--- config.mk ---
export PLATFORM = sky130hd
export DESIGN_NAME = generic_slave_spi_flat
export DESIGN_NICKNAME = d
export VERILOG_FILES = /design/src/rtl/spi_pkg.sv /design/src/rtl/generic_slave_spi_if.sv /design/src/rtl/spi_sync_edge.sv /design/src/rtl/generic_slave_spi.sv /design/src/flat_wrapper.sv
export SDC_FILE = /design/constraint.sdc
export NUM_CORES = 1
export LEC_CHECK = 0
export CAP_MARGIN = 30
export CORE_MARGIN = 3
export CORE_UTILIZATION = 30
export CTS_CLUSTER_SIZE = 20
export DETAILED_ROUTE_END_ITERATION = 16
export HOLD_SLACK_MARGIN = 0.03
export PLACE_DENSITY_LB_ADDON = 0.1
export SETUP_SLACK_MARGIN = 0.05
export SLEW_MARGIN = 20
export SYNTH_ARGS = -nofsm -noshare
export SYNTH_HDL_FRONTEND = slang
export SYNTH_SLANG_ARGS = --single-unit
export TNS_END_PERCENT = 20
--- constraint.sdc ---
create_clock -name clk -period 1.8 [get_ports clk]
set_input_delay 0.36 -clock clk [delete_from_list [all_inputs] [get_ports clk]]
set_output_delay 0.36 -clock clk [all_outputs]
set_load 0.01 [all_outputs]
--- src/rtl/spi_pkg.sv ---
// Shared SPI definitions: FSM state encoding and bit-order constants,
// common to the slave here and the matching master.
package spi_pkg;

  typedef enum logic {
    IDLE   = 1'b0,
    ACTIVE = 1'b1
  } spi_state_e;

  localparam logic MSB_FIRST = 1'b0;
  localparam logic LSB_FIRST = 1'b1;

endpackage

--- src/rtl/generic_slave_spi_if.sv ---
// Pin, configuration and host-side handshake bundle of the SPI slave.
interface generic_slave_spi_if #(
  parameter int unsigned WordLen = 8
);
  logic               CPOL;
  logic               CPHA;
  logic               Endianess;
  logic               SCLK;
  logic               SS;
  logic               MOSI;
  logic               MISO;
  logic               MISOEn;
  logic [WordLen-1:0] SendData;
  logic               SendLoad;
  logic               TxReady;
  logic [WordLen-1:0] ReceivedData;
  logic               WordFlg;
  logic               Busy;
  logic               Underrun;

  modport slave (
    input  CPOL, CPHA, Endianess, SCLK, SS, MOSI, SendData, SendLoad,
    output MISO, MISOEn, TxReady, ReceivedData, WordFlg, Busy, Underrun
  );

  modport master (
    output CPOL, CPHA, Endianess, SCLK, SS, MOSI, SendData, SendLoad,
    input  MISO, MISOEn, TxReady, ReceivedData, WordFlg, Busy, Underrun
  );
endinterface

--- src/rtl/spi_sync_edge.sv ---
// Multi-flop pin synchronizer plus history flop; rise/fall are valid in the
// cycle after the synchronized level changes.
module spi_sync_edge #(
  parameter int unsigned SyncStages = 2
) (
  input  logic clk,
  input  logic reset,
  input  logic din,
  output logic rise,
  output logic fall
);
  logic [SyncStages-1:0] sync_q;
  logic                  hist_q;
  logic                  level;

  always_ff @(posedge clk) begin
    if (reset) begin
      sync_q <= '0;
      hist_q <= 1'b0;
    end else begin
      sync_q <= {sync_q[SyncStages-2:0], din};
      hist_q <= sync_q[SyncStages-1];
    end
  end

  assign level = sync_q[SyncStages-1];
  assign rise  = level & ~hist_q;
  assign fall  = ~level & hist_q;
endmodule

--- src/rtl/generic_slave_spi.sv ---
// SPI slave: oversampled SCLK/SS/MOSI, all four CPOL/CPHA modes, either bit
// order, single-word tx holding register with underrun reporting.
module generic_slave_spi
  import spi_pkg::*;
#(
  parameter int unsigned WordLen    = 8,
  parameter int unsigned SyncStages = 2
) (
  input logic                clk,
  input logic                reset,
  generic_slave_spi_if.slave bus
);
  localparam int unsigned        CNT_W    = $clog2(WordLen);
  localparam logic [CNT_W-1:0]   LAST_BIT = CNT_W'(WordLen - 1);

  spi_state_e            state;
  logic                  cpol_q, cpha_q, endian_q;
  logic [WordLen-1:0]    tx_sh, rx_sh, hold, received;
  logic [CNT_W-1:0]      bitcnt;
  logic                  present_pending;
  logic                  tx_ready, miso, miso_en, word_flg, busy, underrun;
  logic [SyncStages-1:0] mosi_sync;

  logic               sclk_rise, sclk_fall, ss_rise, ss_fall;
  logic               leading, trailing, sample_edge, shift_edge;
  logic               mosi_bit, load_accept, reload;
  logic [WordLen-1:0] rx_next, tx_shifted, reload_word;

  spi_sync_edge #(.SyncStages(SyncStages)) u_sclk (
    .clk(clk), .reset(reset), .din(bus.SCLK), .rise(sclk_rise), .fall(sclk_fall)
  );

  spi_sync_edge #(.SyncStages(SyncStages)) u_ss (
    .clk(clk), .reset(reset), .din(bus.SS), .rise(ss_rise), .fall(ss_fall)
  );

  always_ff @(posedge clk) begin
    if (reset) mosi_sync <= '0;
    else       mosi_sync <= {mosi_sync[SyncStages-2:0], bus.MOSI};
  end

  function automatic logic head(input logic [WordLen-1:0] w, input logic endian);
    return (endian == LSB_FIRST) ? w[0] : w[WordLen-1];
  endfunction

  always_comb begin
    leading     = cpol_q ? sclk_fall : sclk_rise;
    trailing    = cpol_q ? sclk_rise : sclk_fall;
    sample_edge = cpha_q ? trailing : leading;
    shift_edge  = cpha_q ? leading : trailing;
    mosi_bit    = mosi_sync[SyncStages-1];
    rx_next     = (endian_q == LSB_FIRST) ? {mosi_bit, rx_sh[WordLen-1:1]}
                                          : {rx_sh[WordLen-2:0], mosi_bit};
    tx_shifted  = (endian_q == LSB_FIRST) ? {1'b0, tx_sh[WordLen-1:1]}
                                          : {tx_sh[WordLen-2:0], 1'b0};
    load_accept = bus.SendLoad & tx_ready;
    reload_word = tx_ready ? '0 : hold;
    reload      = ((state == IDLE) && ss_fall) ||
                  ((state == ACTIVE) && !ss_rise && sample_edge && (bitcnt == LAST_BIT));
  end

  // A reload and an accepted SendLoad in the same cycle: the reload sees the
  // old (empty) holding register, the new word lands in it afterwards.
  always_ff @(posedge clk) begin
    if (reset) begin
      state           <= IDLE;
      cpol_q          <= 1'b0;
      cpha_q          <= 1'b0;
      endian_q        <= 1'b0;
      tx_sh           <= '0;
      rx_sh           <= '0;
      hold            <= '0;
      received        <= '0;
      bitcnt          <= '0;
      present_pending <= 1'b0;
      tx_ready        <= 1'b1;
      miso            <= 1'b0;
      miso_en         <= 1'b0;
      word_flg        <= 1'b0;
      busy            <= 1'b0;
      underrun        <= 1'b0;
    end else begin
      word_flg <= 1'b0;
      underrun <= 1'b0;
      if (load_accept) hold <= bus.SendData;
      if (load_accept)  tx_ready <= 1'b0;
      else if (reload)  tx_ready <= 1'b1;

      case (state)
        IDLE: begin
          miso    <= 1'b0;
          miso_en <= 1'b0;
          busy    <= 1'b0;
          bitcnt  <= '0;
          if (ss_fall) begin
            state           <= ACTIVE;
            cpol_q          <= bus.CPOL;
            cpha_q          <= bus.CPHA;
            endian_q        <= bus.Endianess;
            miso_en         <= 1'b1;
            busy            <= 1'b1;
            rx_sh           <= '0;
            tx_sh           <= reload_word;
            underrun        <= tx_ready;
            present_pending <= bus.CPHA;
            miso            <= bus.CPHA ? 1'b0 : head(reload_word, bus.Endianess);
          end
        end
        ACTIVE: begin
          if (ss_rise) begin
            state   <= IDLE;
            miso    <= 1'b0;
            miso_en <= 1'b0;
            busy    <= 1'b0;
            bitcnt  <= '0;
          end else if (sample_edge) begin
            rx_sh <= rx_next;
            if (bitcnt == LAST_BIT) begin
              received        <= rx_next;
              word_flg        <= 1'b1;
              bitcnt          <= '0;
              tx_sh           <= reload_word;
              underrun        <= tx_ready;
              present_pending <= 1'b1;
            end else begin
              bitcnt <= bitcnt + CNT_W'(1);
            end
          end else if (shift_edge) begin
            // First shift edge of a word only presents the head bit.
            if (present_pending) begin
              miso            <= head(tx_sh, endian_q);
              present_pending <= 1'b0;
            end else begin
              tx_sh <= tx_shifted;
              miso  <= head(tx_shifted, endian_q);
            end
          end
        end
        default: state <= IDLE;
      endcase
    end
  end

  assign bus.MISO         = miso;
  assign bus.MISOEn       = miso_en;
  assign bus.TxReady      = tx_ready;
  assign bus.ReceivedData = received;
  assign bus.WordFlg      = word_flg;
  assign bus.Busy         = busy;
  assign bus.Underrun     = underrun;
endmodule

--- src/flat_wrapper.sv ---
// flat-port wrapper written by rule: the top's interface ports become plain ports
module generic_slave_spi_flat import spi_pkg::*;
#(
  parameter int unsigned WordLen    = 8,
  parameter int unsigned SyncStages = 2
)
  (clk, reset, bus_CPOL, bus_CPHA, bus_Endianess, bus_SCLK, bus_SS, bus_MOSI, bus_SendData, bus_SendLoad, bus_MISO, bus_MISOEn, bus_TxReady, bus_ReceivedData, bus_WordFlg, bus_Busy, bus_Underrun);
  generic_slave_spi_if #(.WordLen(WordLen)) bus_i ();
  input logic clk;
  input logic reset;
  input wire logic [$bits(bus_i.CPOL)-1:0] bus_CPOL;
  input wire logic [$bits(bus_i.CPHA)-1:0] bus_CPHA;
  input wire logic [$bits(bus_i.Endianess)-1:0] bus_Endianess;
  input wire logic [$bits(bus_i.SCLK)-1:0] bus_SCLK;
  input wire logic [$bits(bus_i.SS)-1:0] bus_SS;
  input wire logic [$bits(bus_i.MOSI)-1:0] bus_MOSI;
  input wire logic [$bits(bus_i.SendData)-1:0] bus_SendData;
  input wire logic [$bits(bus_i.SendLoad)-1:0] bus_SendLoad;
  output wire logic [$bits(bus_i.MISO)-1:0] bus_MISO;
  output wire logic [$bits(bus_i.MISOEn)-1:0] bus_MISOEn;
  output wire logic [$bits(bus_i.TxReady)-1:0] bus_TxReady;
  output wire logic [$bits(bus_i.ReceivedData)-1:0] bus_ReceivedData;
  output wire logic [$bits(bus_i.WordFlg)-1:0] bus_WordFlg;
  output wire logic [$bits(bus_i.Busy)-1:0] bus_Busy;
  output wire logic [$bits(bus_i.Underrun)-1:0] bus_Underrun;
  assign bus_i.CPOL = bus_CPOL;
  assign bus_i.CPHA = bus_CPHA;
  assign bus_i.Endianess = bus_Endianess;
  assign bus_i.SCLK = bus_SCLK;
  assign bus_i.SS = bus_SS;
  assign bus_i.MOSI = bus_MOSI;
  assign bus_i.SendData = bus_SendData;
  assign bus_i.SendLoad = bus_SendLoad;
  assign bus_MISO = bus_i.MISO;
  assign bus_MISOEn = bus_i.MISOEn;
  assign bus_TxReady = bus_i.TxReady;
  assign bus_ReceivedData = bus_i.ReceivedData;
  assign bus_WordFlg = bus_i.WordFlg;
  assign bus_Busy = bus_i.Busy;
  assign bus_Underrun = bus_i.Underrun;
  generic_slave_spi #(.WordLen(WordLen), .SyncStages(SyncStages)) u_core (.clk(clk), .reset(reset), .bus(bus_i));
endmodule
Yosys cells after proc, flatten, opt, wreduce, memory -nomap -nowiden:

Cells that the tools add are included.

* input port bits: 17
* bits in registers: 53
* memories kept: 0
* output and inout bits: 14
* memory bits (writable): 0
* memory bits (read-only): 0
* bits in latches: 0

* muxes and demuxes: 51
* shifts and indexed selects: 0
* magnitude comparators: 0
* bitwise operators: 12
* multipliers: 0
* equality and inequality tests: 11
* add/subtract/negate cells: 1
* reductions and logical operators: 14
* divide/modulo/power cells: 0

Operators by type and width (number)
* 2-to-1 mux 8 bit: 12
* case mux 8 bit (2 select lines): 2
* 2-to-1 mux 1 bit: 28
* inequality test 3 bit, second input constant: 6
* case mux 1 bit (2 select lines): 5
* 2-to-1 mux 3 bit: 3
* AND reduction 4 bit: 2
* NOT 1 bit: 7
* inequality test 2 bit, second input constant: 3
* case mux 3 bit (2 select lines): 1
* AND 1 bit: 5
* AND reduction 5 bit: 1
* logical AND 1 bit: 4
* AND reduction 2 bit: 2
* OR reduction 4 bit: 1
* adder 3 x 1 -> 3 bit, second input constant: 1
* == test 3 bit, second input constant: 1
* AND reduction 3 bit: 1
* inequality test 2 x 1 -> 1 bit, second input constant: 1
* nonzero test 2 bit: 1
* zero test 1 bit: 1
* logical OR 1 bit: 1

Logic depth before layout (Yosys ltp):

Gate-level depths: netlist of the first run.

* word-level depth: 9
* gate-level depth with buffers: 8
* depth with buffers taken out: 7

Hierarchy:

Synthesis of the first run repeated with hierarchy kept, for this count alone.

* cell total of the unflattened synthesis: 252
* area total of the unflattened synthesis: 2388.5 µm²

Modules (own cells, without submodules)
* generic_slave_spi: times used 1, area an instance 2205.9 µm², cells each 236, sequential area each 940.9 µm²
* spi_sync_edge: times used 2, area an instance 91.3 µm², cells each 8, sequential area each 60.1 µm²

Worst setup path after synthesis of the first run:

Ideal clock, no wire load.

* path type: reg-to-reg
* from: register u_core.cpol_q
* to: register u_core.tx_sh[0]
* setup time: 116 ps
* clock period less this slack: 1870 ps
* data arrival time: 1753 ps
* slack: -70 ps
* data required time: 1684 ps
* stages on the path, launching flop included: 7
* cell sequence: dfxtp_1 -> xnor2_2 -> mux2_4 -> a311oi_4 -> buf_6 -> o311ai_1 -> o211a_1

* word-level cells in the longest chain between the ends: 5
* elaborated cells on any way between the ends: 11
* those cells by class: eq/ne: 3; mux: 7; reduce/logical: 1

Ends and longest elaborated chain
* start, declared: RTL line generic_slave_spi.sv:17 `logic cpol_q, cpha_q, endian_q;`
* start signal, assigned: RTL line generic_slave_spi.sv:97 `cpol_q <= bus.CPOL;`
* 2-to-1 mux 1 bit (on tied branches): RTL line generic_slave_spi.sv:47, generic_slave_spi.sv:48
* 2-to-1 mux 1 bit: RTL line generic_slave_spi.sv:49 `sample_edge = cpha_q ? trailing : leading;`
* 2-to-1 mux 8 bit: RTL line generic_slave_spi.sv:116 `end else if (sample_edge) begin`
* 2-to-1 mux 8 bit: RTL line generic_slave_spi.sv:110 `if (ss_rise) begin`
* case mux 8 bit (2 select lines): RTL line generic_slave_spi.sv:89 `case (state)`
* end signal, assigned: RTL line generic_slave_spi.sv:103 `tx_sh <= reload_word;`
* end signal, assigned: RTL line generic_slave_spi.sv:122 `tx_sh <= reload_word;`
* end signal, assigned: RTL line generic_slave_spi.sv:134 `tx_sh <= tx_shifted;`
* end, declared: RTL line generic_slave_spi.sv:18 `logic [WordLen-1:0] tx_sh, rx_sh, hold, received;`

Parallel ways exist; a longest one is shown, timed or not. The select of a mux whose other input is x is not followed.
A chain may end at the register's enable or synchronous reset.

Worst setup path in the final report of the first run:

* from: register u_core.bitcnt[1]
* to: register u_core.tx_sh[3]

* word-level cells in the longest chain between the ends: 3

Ends and longest elaborated chain
* start, declared: RTL line generic_slave_spi.sv:19 `logic [CNT_W-1:0] bitcnt;`
* start signal, assigned: RTL line generic_slave_spi.sv:126 `bitcnt <= bitcnt + CNT_W'(1);`
* == test 3 bit: RTL line generic_slave_spi.sv:118 `if (bitcnt == LAST_BIT) begin`
* inequality test 3 bit (no line)
* AND reduction 5 bit (no line)

No other way between the ends.

==> flow_metrics.py, run 1 <==
metrics = {
    "run_status": {
        "status": "finished with violations",
        "violations": "negative setup slack",
    },
    "timing": {
        "post-route-min-period_ps": 1830,
        "relSlewSlack_pct": 72.1,
        "rsz0062_at_grt": "yes",
        "whs_ps": 445,
        "post-route-period-util_pct": 102,
        "max_freq_mhz": 546,
        "report.final.slew_viol_count": 0,
        "worst_pin_slew_ps": 418,
        "finalHoldViolations": 0,
        "fin_ws_ps": -31.7,
        "skew_ps": 10.4,
        "tns_ps": -114,
        "final-setup-viol-count": 4,
    },
    "global_route": {
        "first_global_vias": 1830,
        "busiest_layer": "met2",
        "use_met1_pct": 18.6,
        "grt_use_total_pct": 13.2,
        "grt_max_degree": 48,
        "met3_usage_pct": 2.87,
        "grt_first_pass_wirelength_um": 9220,
        "grt.overflow.total": 0,
        "grtUsageMet2_pct": 19.8,
        "antenna_found_initial": 0,
    },
    "power_and_ir_drop": {
        "power_density_mw_per_mm2": 738,
        "swShare_pct": 24.5,
        "p_clk_share_pct": 36.3,
        "p_sw_mw": 0.567,
        "peakVddDrop_mv": 0.278,
        "intPower_mw": 1.75,
        "pwr-share-comb_pct": 10.2,
        "p_seq_share_pct": 53.4,
        "finalPower_mw": 2.32,
        "total_leakage_power_nw": 1.10,
    },
    "clock_network": {
        "cts_made_buffers": 5,
        "tritoncts": "yes",
        "clkSinkCount": 53,
        "clk_pin_slew_ps": 110,
        "htree_num_levels": 2,
        "cts_buffer_depth": 2,
        "worst_skew_pair.late_latency_ps": 310,
        "cts_hold_buf": 0,
        "cts_root_buf": "clkbuf_8",
    },
    "synthesis": {
        "syn_inst": 245,
        "synth_cell_types": 45,
        "synth.top_cells.by_area": "dfxtp_1, nand2_1, mux2i_1",
        "synthFlopType": "dfxtp_1",
        "syn_avg_cell_area_sq_um": 9.68,
        "yosys_warnings": 0,
        "ys_async_sr_fraction_pct": 0,
        "synthDominantCellAreaShare_pct": 44.7,
        "synth_edf_count": 0,
        "ys_ff_latch": 53,
        "yosysSeqAreaShare_pct": 44.7,
        "syn_area_sq_mm": 0.00237,
        "synth_top_cell_by_area": "dfxtp_1",
        "syn_nets": 264,
    },
    "place": {
        "dp.cells": 378,
        "finalWeightedCongestion": 0.765,
        "port_buffers": 30,
        "dp_hpwl_um": 3900,
    },
    "drt": {
        "drt_wl_total_um": 5600,
        "vias_per_cell": 4.75,
        "first_pass_iters": 4,
        "ant_nets": 0,
        "routedWlPerCell_um": 14.3,
        "drt_iter0_drc": 90,
        "drc": 0,
        "vias": 1859,
    },
    "cells_and_area": {
        "final_core_util_pct": 42.1,
        "antenna_cells": 0,
        "n_fill_cell": 758,
        "stdcell_count": 391,
        "drive_above_1_share_pct": 23.6,
        "syn2layout_area_growth_pct": 32.3,
        "nets": 310,
    },
    "worst_setup_path": {
        "cp_data_required_time_ps": 2010,
        "path_max_fanout": 5,
        "critPathCaptureType": "flip-flop",
        "start_kind": "flip-flop",
        "crit_type": "reg2reg",
        "cp.arrival_ps": 2050,
        "reg2reg_depth": 9,
    },
    "hold_path": {
        "hold-path-cell-count": 1,
        "hp-class": "reg2reg",
    },
    "run": {
        "cap_viol_max_count": 0,
    },
    "die": {
        "die_width_um": 94.9,
        "core-area_sq_mm": 0.00745,
        "start_util_pct": 31.8,
        "io_pins": 31,
        "rows": 31,
        "die_area_sq_mm": 0.00901,
        "die_h_um": 94.9,
    },
}
==> Yosys cell counts (all sizes together), types with 2 or more instances <==
| master | number |
|---|---|
| dfxtp | 53 |
| o2bb2ai | 8 |
| xor2 | 2 |
| buf | 5 |
| nand2b | 6 |
| nor3 | 7 |
| mux2 | 9 |
| and2 | 4 |
| nand2 | 27 |
| nor2b | 9 |
| o311a | 6 |
| a21oi | 16 |
| nand4 | 2 |
| clkbuf | 14 |
| mux2i | 10 |
| nand4b | 9 |
| inv | 9 |
| ha | 2 |
| nor4bb | 2 |
| nand3 | 7 |
| a22oi | 3 |
| o31ai | 8 |
| nor2 | 12 |
==> layer usage <==
| layer | vias up | wire, um |
|---|---|---|
| li1 | 962 | - |
| met5 | - | 0 |
| met1 | 859 | 2820 |
| met2 | 32 | 2520 |
| met3 | 6 | 190 |
| met4 | 0 | 60 |
==> placed cells by master, fill, tap and decap left out, types with 9 or more instances in the layout <==
cell type / instances
dfxtp_1: 48
clkdlybuf4s50_1: 30
nand2_1: 27
buf_4: 23
a21oi_1: 16
mux2i_1: 10
nor2_1: 10
inv_1: 9
nor2b_1: 9
nand4b_1: 9
==> cells by family after synthesis <==
family,after synthesis,synth area share [%]
xor gates and xnor gates,3,1.43
muxes,20,9.76
AOI/OAI and AO/OA,49,16.1
adders and majority gates,2,1.06
and+or+nand+nor,90,21.9
DFF,53,44.7
buffers and inverters,28,5.01
==> worst max-delay path, cell delays in order, from the launching register on <==
cell and delay, ps:
dfxtp_2 370, ha_4 140, ha_4 160, nor4bb_2 50, mux2_4 290, a311oi_4 240, buf_4 170, buf_6 100
o311a_1 170, nor3_2 40
==> registers in the layout, summed over array words and instances (netlist names) <==
signal	cells
u_core.bus.ReceivedData	8
u_core.hold	8
u_core.rx_sh	8
u_core.tx_sh	8
u_core.bitcnt	3
u_core.mosi_sync	2
u_core.u_sclk.sync_q	2
u_core.u_ss.sync_q	2
u_core.bus.Busy	1
u_core.bus.MISO	1
u_core.bus.TxReady	1
u_core.bus.Underrun	1
u_core.bus.WordFlg	1
u_core.cpha_q	1
u_core.cpol_q	1
u_core.endian_q	1
u_core.present_pending	1
u_core.state	1
u_core.u_sclk.hist_q	1
u_core.u_ss.hist_q	1
==> power by group through the flow <==
stage	Clock (mW)	Combinational (mW)	Sequential [mW]
after floorplan	0	0.136	1.25
after global placement	0	0.232	1.26
after detailed placement	0	0.232	1.26
after CTS	0.867	0.235	1.24
after global routing	0.899	0.263	1.24
final	0.841	0.237	1.24
==> path summary, 6_finish.rpt <==
| check | startpoint | to | slack (ps) |
|---|---|---|---|
| worst min register to register | u_core.u_ss.sync_q[0] | u_core.u_ss.sync_q[1] | 450 |
| worst max register to register | u_core.bitcnt[1] | u_core.tx_sh[3] | -30 |
| worst min-delay path | u_core.u_ss.sync_q[0] | u_core.u_ss.sync_q[1] | 450 |
| worst max-delay path | u_core.bitcnt[1] | u_core.tx_sh[3] | -30 |
==> final cells by class <==
class / count / area (sq um) / share of cell area, %
Inverter: 9 / 33.8 / 1.08
Clock buffer: 5 / 68.8 / 2.19
Sequential cell: 53 / 1070 / 34.0
Tap cell: 99 / 124 / 3.95
Clock inverter: 3 / 46.3 / 1.48
Timing Repair Buffer: 58 / 538 / 17.2
Multi-Input combinational cell: 164 / 1260 / 40.1
==> metrics by stage <==
stage / cell area (sq um) / setup WS, ps
final: 3140 / -31.7
after CTS: 3070 / 6.99
after detailed placement: 2940 / -43.9
after global routing: 3140 / -112
after global placement: 2940 / -3.76
after floorplan: 2420 / 55.9
==> timing repair <==
action / 4_1_cts / 5_1_grt
endpoints found under the hold margin: 0 / 0
buffers inserted: 1 / 3
setup endpoints to repair: 8 / 21
resized for setup: 2 / 10
gates cloned: 0 / 1
No activity file was read; power rests on OpenSTA's default activity.
==> run 2, diff against run 1 <==
GPL_TIMING_DRIVEN = 0   (was not set)
==> flow_metrics.py, run 2 (synthesized netlist as in run 1, its figures left out) <==
metrics = {
    "clock_network": {
        "cts_made_buffers": 5,
        "cts_buffer_depth": 2,
        "clkSinkCount": 53,
        "tritoncts": "yes",
        "htree_num_levels": 2,
        "clk_pin_slew_ps": 100,
        "cts_root_buf": "clkbuf_8",
        "worst_skew_pair.late_latency_ps": 300,
    },
    "place": {
        "place_ws_ps": -272,
        "dpl-instance-area_sq_mm": 0.00284,
        "finalWeightedCongestion": 0.803,
        "port_buffers": 30,
        "dp_hpwl_um": 4090,
    },
    "timing": {
        "skew_ps": 8.82,
        "post-route-min-period_ps": 1840,
        "post-route-period-util_pct": 102,
        "report.final.slew_viol_count": 0,
        "relSlewSlack_pct": 60.8,
        "rsz0062_at_grt": "yes",
        "max_freq_mhz": 544,
        "fin_ws_ps": -38.6,
        "final-setup-viol-count": 7,
        "finalHoldViolations": 0,
        "whs_ps": 446,
        "tns_ps": -169,
        "worst_pin_slew_ps": 589,
    },
    "worst_setup_path": {
        "cp_data_required_time_ps": 2010,
        "cp_top_family": "compound AO/OA/AOI/OAI gates",
        "cp_slowest_cell": "dfxtp_2",
        "slowest_delay_ps": 370,
        "path_max_fanout": 10,
        "crit_type": "reg2reg",
        "cp.arrival_ps": 2050,
        "critPathCaptureType": "flip-flop",
        "start_kind": "flip-flop",
        "cp_cell_sequence": "ha_4, ha_4, nor4bb_2, mux2_4, a311oi_4, buf_6, o311ai_2, o211a_1",
        "cp_common_cell": "ha_4",
        "crit_buf_inv": 1,
    },
    "global_route": {
        "grt_max_degree": 16,
        "grt_use_total_pct": 13.8,
        "grt_first_pass_wirelength_um": 9580,
        "antenna_found_initial": 0,
        "grt.overflow.total": 0,
        "first_global_vias": 1860,
    },
    "power_and_ir_drop": {
        "p_clk_share_pct": 36.5,
        "pwr-share-comb_pct": 10.4,
        "peakVddDrop_mv": 0.259,
        "power_density_mw_per_mm2": 729,
        "intPower_mw": 1.77,
        "swShare_pct": 23.5,
        "p_sw_mw": 0.545,
        "total_leakage_power_nw": 1.09,
        "p_seq_share_pct": 53.1,
    },
    "cells_and_area": {
        "drive_above_1_share_pct": 24.5,
        "layout_commonest_cell": "dfxtp_1",
        "syn2layout_area_growth_pct": 34.0,
        "final_cell_mix": "dfxtp_1, clkdlybuf4s50_1, nand2_1",
        "n_fill_cell": 768,
        "nets": 312,
        "antenna_cells": 0,
        "fin_area_sq_mm": 0.00318,
        "final_core_util_pct": 42.7,
    },
    "die": {
        "core-area_sq_mm": 0.00745,
        "die_width_um": 94.9,
        "io_pins": 31,
        "rows": 31,
        "die_area_sq_mm": 0.00901,
        "die_h_um": 94.9,
        "start_util_pct": 31.8,
    },
    "drt": {
        "vias": 1915,
        "first_pass_iters": 4,
        "vias_per_cell": 4.87,
        "routedWlPerCell_um": 14.9,
        "ant_nets": 0,
        "drt_iter0_drc": 90,
        "drt_wl_total_um": 5860,
        "drc": 0,
    },
    "run_status": {
        "status": "finished with violations",
        "violations": "negative setup slack",
    },
    "run": {
        "cap_viol_max_count": 0,
    },
    "hold_path": {
        "hp-class": "reg2reg",
    },
}
## run 2: changes by cell type in the layout (fill, tap and decap cells not counted), sizes merged
cell,change
clkinvlp,-1
buf,-8
clkbuf,+12
clkinv,-1
## run 2: routing by layer
metal,global-route usage (%),part of all wire [%],vias up
met3,2.71,2.6,6
met4,3.61,0.99,0
met2,20.4,45,27
li1,-,-,974
met5,0,0,-
met1,20.4,52,908
## run 2: final timing paths
check        slack (ps)  depth (start not counted)                 from             endpoint
min reg2reg         450                          1  u_core.mosi_sync[0]  u_core.mosi_sync[1]
max reg2reg         -40                          8     u_core.bitcnt[1]      u_core.tx_sh[0]
max                 -40                          8     u_core.bitcnt[1]      u_core.tx_sh[0]
min                 450                          1  u_core.mosi_sync[0]  u_core.mosi_sync[1]
## run 2: cell type report
type                    count  area (sq um)  share of cell area, %
well taps                  99           124                   3.90
multi-input cells         164          1340                   42.1
flip-flops and latches     53          1070                   33.8
inverters                   9          33.8                   1.06
clock buffers               7          86.3                   2.72
repair buffers             43           405                   12.8
clock inverters             1          30.0                  0.945
plain buffers              17          86.3                   2.72
## run 2: metrics by stage
stage	power [mW]	cells
finish	2.32	393
global route	2.43	393
CTS	2.35	392
detailed placement	1.48	374
global placement	1.48	374
floorplan	1.39	245
## run 2: timing repair
| item | in CTS | in global routing |
|---|---|---|
| hold buffers | 0 | 0 |
| resized for setup | 24 | 18 |
| buffers inserted | 10 | 5 |
| endpoints found under the setup margin | 26 | 37 |
| pin swaps | 8 | 9 |
| endpoints found under the hold margin | 0 | 0 |
## run 2: power by group through the flow
stage | clock, mW | sequential, mW | combinational (mW)
final | 0.845 | 1.23 | 0.241
after detailed placement | 0 | 1.26 | 0.220
after floorplan | 0 | 1.25 | 0.136
after global routing | 0.931 | 1.24 | 0.265
after global placement | 0 | 1.26 | 0.221
after CTS | 0.886 | 1.23 | 0.235
==> run 3, diff against run 2 <==
CAP_MARGIN = not set   (was 30)
CELL_PAD_IN_SITES_DETAIL_PLACEMENT = 1   (was not set)
CELL_PAD_IN_SITES_GLOBAL_PLACEMENT = 1   (was not set)
==> flow_metrics.py, run 3 (synthesized netlist as in run 1, its figures left out) <==
metrics = {
    "place": {
        "place_ws_ps": -342,
        "dp_hpwl_um": 4350,
        "port_buffers": 30,
        "finalWeightedCongestion": 0.740,
    },
    "power_and_ir_drop": {
        "total_leakage_power_nw": 1.09,
        "finalPower_mw": 2.34,
        "power_density_mw_per_mm2": 747,
        "peakVddDrop_mv": 0.297,
    },
    "clock_network": {
        "htree_num_levels": 2,
        "cts_made_buffers": 5,
        "cts_buffer_depth": 2,
        "clk_pin_slew_ps": 100,
        "tritoncts": "yes",
        "clkSinkCount": 53,
        "cts_hold_buf": 0,
        "cts_root_buf": "clkbuf_8",
        "worst_skew_pair.late_latency_ps": 310,
    },
    "cells_and_area": {
        "layout_commonest_cell": "dfxtp_1",
        "antenna_cells": 0,
        "final_core_util_pct": 42.0,
        "final_cell_mix": "dfxtp_1, clkdlybuf4s50_1, nand2_1",
        "n_fill_cell": 873,
        "nets": 314,
        "drive_above_1_share_pct": 23.0,
        "syn2layout_area_growth_pct": 31.9,
    },
    "drt": {
        "vias_per_cell": 4.96,
        "drc": 0,
        "routedWlPerCell_um": 15.8,
        "ant_nets": 0,
        "drt_iter0_drc": 73,
        "drt_wl_total_um": 6230,
        "vias": 1961,
        "first_pass_iters": 4,
    },
    "global_route": {
        "grt_max_degree": 17,
        "antenna_found_initial": 0,
        "grt.overflow.total": 0,
        "grt_first_pass_wirelength_um": 10100,
        "first_global_vias": 1969,
        "grt_use_total_pct": 14.5,
    },
    "timing": {
        "relSlewSlack_pct": 64.1,
        "final-setup-viol-count": 16,
        "skew_ps": 5.03,
        "tns_ps": -463,
        "finalHoldViolations": 0,
        "max_freq_mhz": 537,
        "report.final.slew_viol_count": 0,
        "whs_ps": 450,
        "rsz0062_at_grt": "yes",
        "worst_pin_slew_ps": 539,
        "post-route-period-util_pct": 103,
        "post-route-min-period_ps": 1860,
        "fin_ws_ps": -62.5,
    },
    "die": {
        "start_util_pct": 31.8,
        "die_area_sq_mm": 0.00901,
        "rows": 31,
        "core-area_sq_mm": 0.00745,
        "die_width_um": 94.9,
        "io_pins": 31,
        "die_h_um": 94.9,
    },
    "run": {
        "cap_viol_max_count": 0,
    },
    "worst_setup_path": {
        "reg2reg_from": "u_core.bitcnt[0]",
        "rrSetupSlack_ps": -60,
        "path_max_fanout": 5,
        "slowest_delay_ps": 370,
        "start_kind": "flip-flop",
        "cp_slowest_cell": "dfxtp_4",
        "r2r-end": "u_core.tx_sh[0]",
        "cp_data_required_time_ps": 2060,
        "critPathCaptureType": "flip-flop",
        "crit_buf_inv": 2,
        "cp_top_family": "flip-flops",
        "reg2reg_depth": 9,
        "cp.arrival_ps": 2130,
        "cp_cell_sequence": "ha_4, ha_4, nor4bb_2, mux2_4, a311oi_4, buf_6, buf_6, o311ai_1, o211a_1",
        "crit_type": "reg2reg",
    },
    "hold_path": {
        "hold-path-cell-count": 1,
        "worstHoldStart": "u_core.u_sclk.sync_q[0]",
        "hp-class": "reg2reg",
        "min_to": "u_core.u_sclk.sync_q[1]",
    },
    "run_status": {
        "violations": "negative setup slack",
        "status": "finished with violations",
    },
}
[run 3: through the flow]
step,cells,area [sq um]
after floorplan,245,2420
after global placement,374,2840
after detailed placement,374,2840
after CTS,387,3030
after global routing,395,3130
final,395,3130
[run 3: layout make-up]
type / count / area (sq um) / area share, %
timing repair buffer: 43 / 405 / 13.0
inverter: 9 / 33.8 / 1.08
tap: 99 / 124 / 3.96
multi-input combinational: 164 / 1260 / 40.4
sequential: 53 / 1070 / 34.2
clock inverter: 2 / 37.5 / 1.20
buffer: 19 / 111 / 3.56
clock buffer: 6 / 82.6 / 2.64
[run 3: what timing repair did]
action / CTS / global route
pin swaps: 6 / 6
cloned: 0 / 1
setup buffers: 5 / 7
gates resized for setup: 15 / 13
endpoints found under the setup margin: 30 / 40
[run 3: worst max path at each step]
stage / startpoint / endpoint / cells past startpoint
final: u_core.bitcnt[0] / u_core.tx_sh[0] / 9
after global routing: u_core.cpha_q / u_core.bus.ReceivedData[3] / 6
after CTS: u_core.cpol_q / u_core.tx_sh[0] / 6
after detailed placement: reset / u_core.tx_sh[2] / 4
after global placement: u_core.state / u_core.tx_sh[0] / 7
after floorplan: u_core.bitcnt[1] / u_core.tx_sh[0] / 8
[run 3: worst register-to-register path: cells and delay by family (launching register included)]
kind	cells	cell delay, ps
multiplexers	1	230
buffers and inverters	2	280
flip-flops	1	370
adder cells (fa/ha/maj)	2	330
AND/OR/NAND/NOR	1	320
AO/OA/AOI/OAI	3	300
[run 3: where the power goes]
group / internal [mW] / switching (mW)
clock network: 0.453 / 0.409
logic: 0.117 / 0.124
registers: 1.20 / 0.0281
total: 1.77 / 0.561
[run 3: per-layer routing]
layer | routed length (um) | track usage, % | part of all wire, %
met3 | 188 | 3.27 | 3.0
met2 | 2760 | 22.0 | 44
met5 | 0 | 0 | 0
met4 | 66 | 3.97 | 1.1
met1 | 3220 | 20.6 | 52
